<file path="config.mk">
export PLATFORM = sky130hd
export DESIGN_NAME = mem_bus_arbiter
export DESIGN_NICKNAME = d
export VERILOG_FILES = /design/src/rtl/mem_bus_arbiter.sv
export SDC_FILE = /design/constraint.sdc
export NUM_CORES = 1
export LEC_CHECK = 0
export CAP_MARGIN = 30
export CORE_MARGIN = 4
export CORE_UTILIZATION = 46
export DETAILED_ROUTE_END_ITERATION = 8
export GPL_TIMING_DRIVEN = 0
export PLACE_DENSITY = 0.86
export SYNTH_ARGS = -nofsm -noshare
export SYNTH_HDL_FRONTEND = slang
export SYNTH_SLANG_ARGS = --single-unit
</file>
<file path="constraint.sdc">
create_clock -name clk -period 5.6 [get_ports clk]
set_clock_uncertainty 0.1 [all_clocks]
set_input_delay 0.84 -clock clk [delete_from_list [all_inputs] [get_ports clk]]
set_output_delay 0.84 -clock clk [all_outputs]
set_load 0.05 [all_outputs]
</file>
<file path="src/rtl/mem_bus_arbiter.sv">
// Arbiter that shares one req/ack memory bus between the instruction fetch port and the data port.
// Each requester gets one registered transaction at a time. A timeout aborts a transaction that is never acked.
module mem_bus_arbiter #(
  parameter int unsigned ADDR_WIDTH     = 32,
  parameter int unsigned DATA_WIDTH     = 32,
  parameter int unsigned DATA_BURST_MAX = 4,
  parameter int unsigned TIMEOUT        = 255
) (
  input  logic                  clk,
  input  logic                  rst,
  input  logic                  i_req,
  input  logic [ADDR_WIDTH-1:0] i_addr,
  output logic [DATA_WIDTH-1:0] i_rdata,
  output logic                  i_ready,
  input  logic                  d_re,
  input  logic                  d_we,
  input  logic [ADDR_WIDTH-1:0] d_addr,
  input  logic [DATA_WIDTH-1:0] d_wdata,
  input  logic [3:0]            d_byte_slct,
  output logic [DATA_WIDTH-1:0] d_rdata,
  output logic                  d_ready,
  output logic                  hold_pipe,
  output logic                  bus_req,
  output logic                  bus_we,
  output logic [ADDR_WIDTH-1:0] bus_addr,
  output logic [DATA_WIDTH-1:0] bus_wdata,
  output logic [3:0]            bus_byte_slct,
  input  logic                  bus_ack,
  input  logic [DATA_WIDTH-1:0] bus_rdata,
  output logic                  bus_err
);

  // With TIMEOUT=0 the wait counter still needs one bit. It is never compared against anything.
  localparam int unsigned WW = (TIMEOUT > 0) ? $clog2(TIMEOUT + 1) : 1;
  localparam int unsigned BW = $clog2(DATA_BURST_MAX + 1);
  localparam logic [WW-1:0] WAIT_LAST = (TIMEOUT > 0) ? WW'(TIMEOUT - 1) : '0;
  localparam logic [BW-1:0] BURST_MAX = BW'(DATA_BURST_MAX);

  typedef enum logic [1:0] {
    IDLE,
    DATA,
    INST
  } state_e;

  state_e                  state_q;
  logic                    bus_req_q;
  logic                    bus_we_q;
  logic [ADDR_WIDTH-1:0]   bus_addr_q;
  logic [DATA_WIDTH-1:0]   bus_wdata_q;
  logic [3:0]              bus_slct_q;
  logic                    bus_err_q;
  logic                    i_ready_q;
  logic                    d_ready_q;
  logic [DATA_WIDTH-1:0]   i_rdata_q;
  logic [DATA_WIDTH-1:0]   d_rdata_q;
  logic [WW-1:0]           wait_cnt_q;
  logic [BW-1:0]           burst_cnt_q;

  logic                    d_elig;
  logic                    i_elig;
  logic                    data_win;
  logic                    inst_win;
  logic                    timeout_hit;
  logic [WW-1:0]           wait_cnt_d;
  logic [BW-1:0]           burst_cnt_d;

  always_comb begin
    // A port whose ready pulse is high this cycle has already been served.
    d_elig      = (d_re | d_we) & ~d_ready_q;
    i_elig      = i_req & ~i_ready_q;
    data_win    = d_elig & ~(i_elig & (burst_cnt_q == BURST_MAX));
    inst_win    = i_elig & ~data_win;
    timeout_hit = (TIMEOUT != 0) && (wait_cnt_q == WAIT_LAST);
    wait_cnt_d  = wait_cnt_q + WW'(1);
    burst_cnt_d = '0;
    if (data_win && i_elig) begin
      burst_cnt_d = (burst_cnt_q == BURST_MAX) ? BURST_MAX : burst_cnt_q + BW'(1);
    end
  end

  always_ff @(posedge clk or negedge rst) begin
    if (!rst) begin
      state_q     <= IDLE;
      bus_req_q   <= 1'b0;
      bus_we_q    <= 1'b0;
      bus_addr_q  <= '0;
      bus_wdata_q <= '0;
      bus_slct_q  <= '0;
      bus_err_q   <= 1'b0;
      i_ready_q   <= 1'b0;
      d_ready_q   <= 1'b0;
      i_rdata_q   <= '0;
      d_rdata_q   <= '0;
      wait_cnt_q  <= '0;
      burst_cnt_q <= '0;
    end else begin
      i_ready_q <= 1'b0;
      d_ready_q <= 1'b0;
      bus_err_q <= 1'b0;
      unique case (state_q)
        IDLE: begin
          if (data_win) begin
            bus_req_q   <= 1'b1;
            bus_we_q    <= d_we;
            bus_addr_q  <= d_addr;
            bus_wdata_q <= d_wdata;
            bus_slct_q  <= d_byte_slct;
            wait_cnt_q  <= '0;
            burst_cnt_q <= burst_cnt_d;
            state_q     <= DATA;
          end else if (inst_win) begin
            bus_req_q   <= 1'b1;
            bus_we_q    <= 1'b0;
            bus_addr_q  <= i_addr;
            bus_wdata_q <= '0;
            bus_slct_q  <= 4'hF;
            wait_cnt_q  <= '0;
            burst_cnt_q <= '0;
            state_q     <= INST;
          end
        end
        DATA, INST: begin
          // An ack in the same cycle as timeout expiry counts as a normal completion.
          if (bus_ack) begin
            bus_req_q <= 1'b0;
            state_q   <= IDLE;
            if (state_q == DATA) begin
              d_rdata_q <= bus_rdata;
              d_ready_q <= 1'b1;
            end else begin
              i_rdata_q <= bus_rdata;
              i_ready_q <= 1'b1;
            end
          end else begin
            wait_cnt_q <= wait_cnt_d;
            if (timeout_hit) begin
              bus_req_q <= 1'b0;
              bus_err_q <= 1'b1;
              state_q   <= IDLE;
              if (state_q == DATA) begin
                d_rdata_q <= '0;
                d_ready_q <= 1'b1;
              end else begin
                i_rdata_q <= '0;
                i_ready_q <= 1'b1;
              end
            end
          end
        end
        default: state_q <= IDLE;
      endcase
    end
  end

  assign hold_pipe     = i_elig | d_elig;
  assign bus_req       = bus_req_q;
  assign bus_we        = bus_we_q;
  assign bus_addr      = bus_addr_q;
  assign bus_wdata     = bus_wdata_q;
  assign bus_byte_slct = bus_slct_q;
  assign bus_err       = bus_err_q;
  assign i_ready       = i_ready_q;
  assign d_ready       = d_ready_q;
  assign i_rdata       = i_rdata_q;
  assign d_rdata       = d_rdata_q;

endmodule

</file>
==> metrics.md <==
| Metric | Value |
|---|---|
| Status | complete, no violations |
| Sequential Area | 3754 sq um |
| RSZ-0062 raised after global routing | no |
| Crit path max fanout | 7 |
| Synth area leaders | dfrtp_1 59%, nand2_1 8.4%, o2bb2ai_1 7.7% |
| Setup Fix Bufs, Post-CTS | 0 |
| Post-synthesis xor/xnor area fraction | 0 |
| Final ANT Viol Nets | 0 |
| Avg WL per Cell | 19.30 um |
| Final min period | 3.715 ns |
| TritonCTS Buffers | 17 |
| GRT Resource Usage Total | 0.2634 |
| Gpl congestion | 0.8267 |
| CP max stage cell | clkdlybuf4s50_1 |
| Final nets | 1029 |
| Detailed placer's ending HPWL | 15.13 mm |
| CP most frequent cell | clkdlybuf4s50_1 |
| Syn_area_per_cell | 10.86 sq um |
| Actual slew at the worst max-slew pin | 0.5935 ns |
| Max-Cap Viols | 0 |
| Worst Path Buf+Inv | 3 |
| Critical Path Sink Type | primary output |
| Initial antenna violation count | 1 |
| Distinct cell type count after synthesis | 45 |
| Maximum vdd drop | 0.4809 mV |
| IO Count | 276 |
| Critical Path RT | 4.66 ns |
| Compound-cell area share of the yosys netlist | 0.1874 |
| Fill count | 950 |
| Final hold violation count | 0 |
| Static Leak | 0.004262 uW |
| Post-synth top area cell | dfrtp_1 |
| Die area | 15880 sq um |
| Vias | 5802 |
| Post-synth top area share | 0.5857 |
| Final Cell Area | 10050 sq um |
| Clk buf depth | 2 |
| Critical path class | in2out |
| Port Buffer Count | 275 |
| Via density | 5.392 |
| Post-route setup slack | 1.885 ns |
| Main combinational cell family by area after synthesis | compound AO/OA/AOI/OAI gates |
| # hold bufs at CTS | 0 |
| Largest net degree at the start of global routing | 88 |
| Power consumption | 7343 uW |
| Slew margin rel. | 0.6031 |
| Worst slack at placement | 1.859 ns |
| Reg clk slew, reported paths | 0.06 ns |
| Crit path max-delay family | buffers and inverters |
| Total placed instance area | 9410 sq um |
| Peak Freq | 269.1 MHz |
| #FFs+latches synth | 150 |
| Async S/R FF share, synth | 1.000 |
| Register area share after synthesis | 0.5857 |
| Synthesized Nets | 734 |
| Top post-synthesis cells by count | 150 x dfrtp_1, 144 x nand2_1, 56 x o2bb2ai_1 |
| Post-Syn Instances | 590 |
| First-pass DRT Iterations | 6 |
| Min-delay worst type | in2async |
| Pwr dens | 730.9 nW/um^2 |
| First-pass GRT wire length | 32.87 mm |
| Crit-path max cell delay | 0.81 ns |
| Setup-failing EPs final | 0 |
| Vias in the first global route | 6050 |
| Final wirelength | 20.77 mm |
| Top-count cell post-synth | dfrtp_1 |
| Drt drc | 0 |
| Synth warnings | 0 |
| CTS root buffer | clkbuf_16 |
| CTS tree | built |
| Insertion delay to the later sink of the worst-skew pair | 0.41 ns |
| Placeable Area | 13450 sq um |
| Synth Flop Type | dfrtp_1 |
| Setup tns final | 0 ns |
| Max Slew Vio Count | 0 |
| Crit path launch type | input pin |
| Worst Path Arrival | 2.78 ns |
| Die width | 126.0 um |
| Row Count | 42 |
| Period utilization | 0.6635 |
| Area Growth Syn to Fin | 56.77% |
| Total grt overflow | 0 |
| PostCTS Resize Cnt | 0 |
| Layout cells sized above 1 | 0.07906 |
| H-tree depth | 4 |
| Initial DRC count | 330 |
| Die span in y | 126.0 um |
| Post-Syn Area | 6409 sq um |
| Adder-cell area share of the yosys netlist | 0.01171 |
| Sink Count | 150 |
| EDFF count, synth | 0 |
| Post-synthesis mux area share | 0.05154 |
| Critical-path cell list | clkdlybuf4s50_1 -> nor2b_2 -> nor2_2 -> inv_1 -> clkdlybuf4s50_1 |
| Initial Util | 0.4764 |
| Simple-Gate Fraction of Synth Area | 0.1203 |
| Area of the multi-input gates | 2377 sq um |
==> where the power goes <==
part / internal [uW] / switching (uW) / leakage [uW] / total (uW)
Combinational: 1410 / 2860 / 0.00208 / 4270
Clock: 774 / 433 / 0.000299 / 1210
Sequential: 1580 / 291 / 0.00189 / 1870
Total: 3760 / 3590 / 0.00426 / 7340
==> layer usage <==
layer / track usage / share of wire / wire [um]
met3: 0.09483 / 0.095 / 1976
met2: 0.4369 / 0.48 / 9943
met4: 0.09274 / 0.029 / 603
met1: 0.3190 / 0.40 / 8242
met5: 0 / 0 / 0
==> area by class of cell <==
| cell class | count | area share |
|---|---|---|
| sequential | 150 | 0.3736 |
| timing repair buffer | 276 | 0.2768 |
| multi-input combinational | 386 | 0.2366 |
| clock buffer | 26 | 0.05168 |
| buffer | 42 | 0.02316 |
| tap | 176 | 0.02192 |
| clock inverter | 6 | 0.01121 |
| inverter | 12 | 0.004483 |
| antenna | 2 | 0.0004981 |
==> flip-flops by register name, summed over array words and instances, names as in the netlist, 2 cells and up <==
register and count:
d_rdata 32, burst_cnt_q 3, wait_cnt_q 8, bus_wdata 32
i_rdata 32, bus_byte_slct 4, bus_addr 32, state_q 2
==> path summary, 6_finish.rpt <==
| check | start | endpoint | slack, ns | depth (start not counted) |
|---|---|---|---|---|
| worst max-delay path | i_req | hold_pipe | 1.88 | 5 |
| min in group clk | bus_wdata[18] | bus_wdata[18] | 0.38 | 2 |
| worst min-delay path | rst | i_rdata[0] | 0.31 | 1 |
| worst min register to register | bus_wdata[18] | bus_wdata[18] | 0.38 | 2 |
| worst max register to register | state_q[0] | wait_cnt_q[4] | 3.52 | 7 |
| max in group asynchronous | rst | bus_wdata[25] | 4.27 | 2 |
==> kinds of logic (layout without fill, tap and decap cells) <==
kind of cell / after synthesis / in the layout
and+or+nand+nor: 182 / 182
AOI/OAI and AO/OA: 165 / 165
DFF: 150 / 150
buffers and inverters: 54 / 362
muxes: 33 / 33
adders and majority gates: 6 / 6
other: 0 / 2
==> layout by cell type (no fill, tap or decap), drive strengths merged, types with 2 or more instances in the layout <==
cell | Yosys | routed
nand2 | 144 | 144
ha | 6 | 6
diode | 0 | 2
bufinv | 0 | 3
clkinvlp | 0 | 3
buf | 27 | 29
a311oi | 2 | 2
o21ai | 77 | 77
nor2 | 9 | 9
nand3 | 12 | 12
nand4 | 3 | 3
and3 | 3 | 3
a22oi | 2 | 2
o2bb2ai | 56 | 56
a21boi | 2 | 2
o311ai | 2 | 2
a32o | 8 | 8
nand4b | 3 | 3
o211ai | 6 | 6
clkdlybuf4s50 | 0 | 274
dfrtp | 150 | 150
mux2i | 33 | 33
nand2b | 4 | 4
clkbuf | 15 | 41
inv | 12 | 12
a31oi | 2 | 2
a311o | 2 | 2
==> per-stage QoR <==
stage,hold WS [ns],instances,util
6_report,0.3114,1076,0.7468
4_1_cts,0.3196,1074,0.7465
3_3_place_gp,0.3622,1041,0.6974
3_5_place_dp,0.3702,1042,0.6995
5_1_grt,0.3483,1075,0.7467
2_1_floorplan,0.3777,590,-
Note: power is estimated with default switching activity, not from simulation.
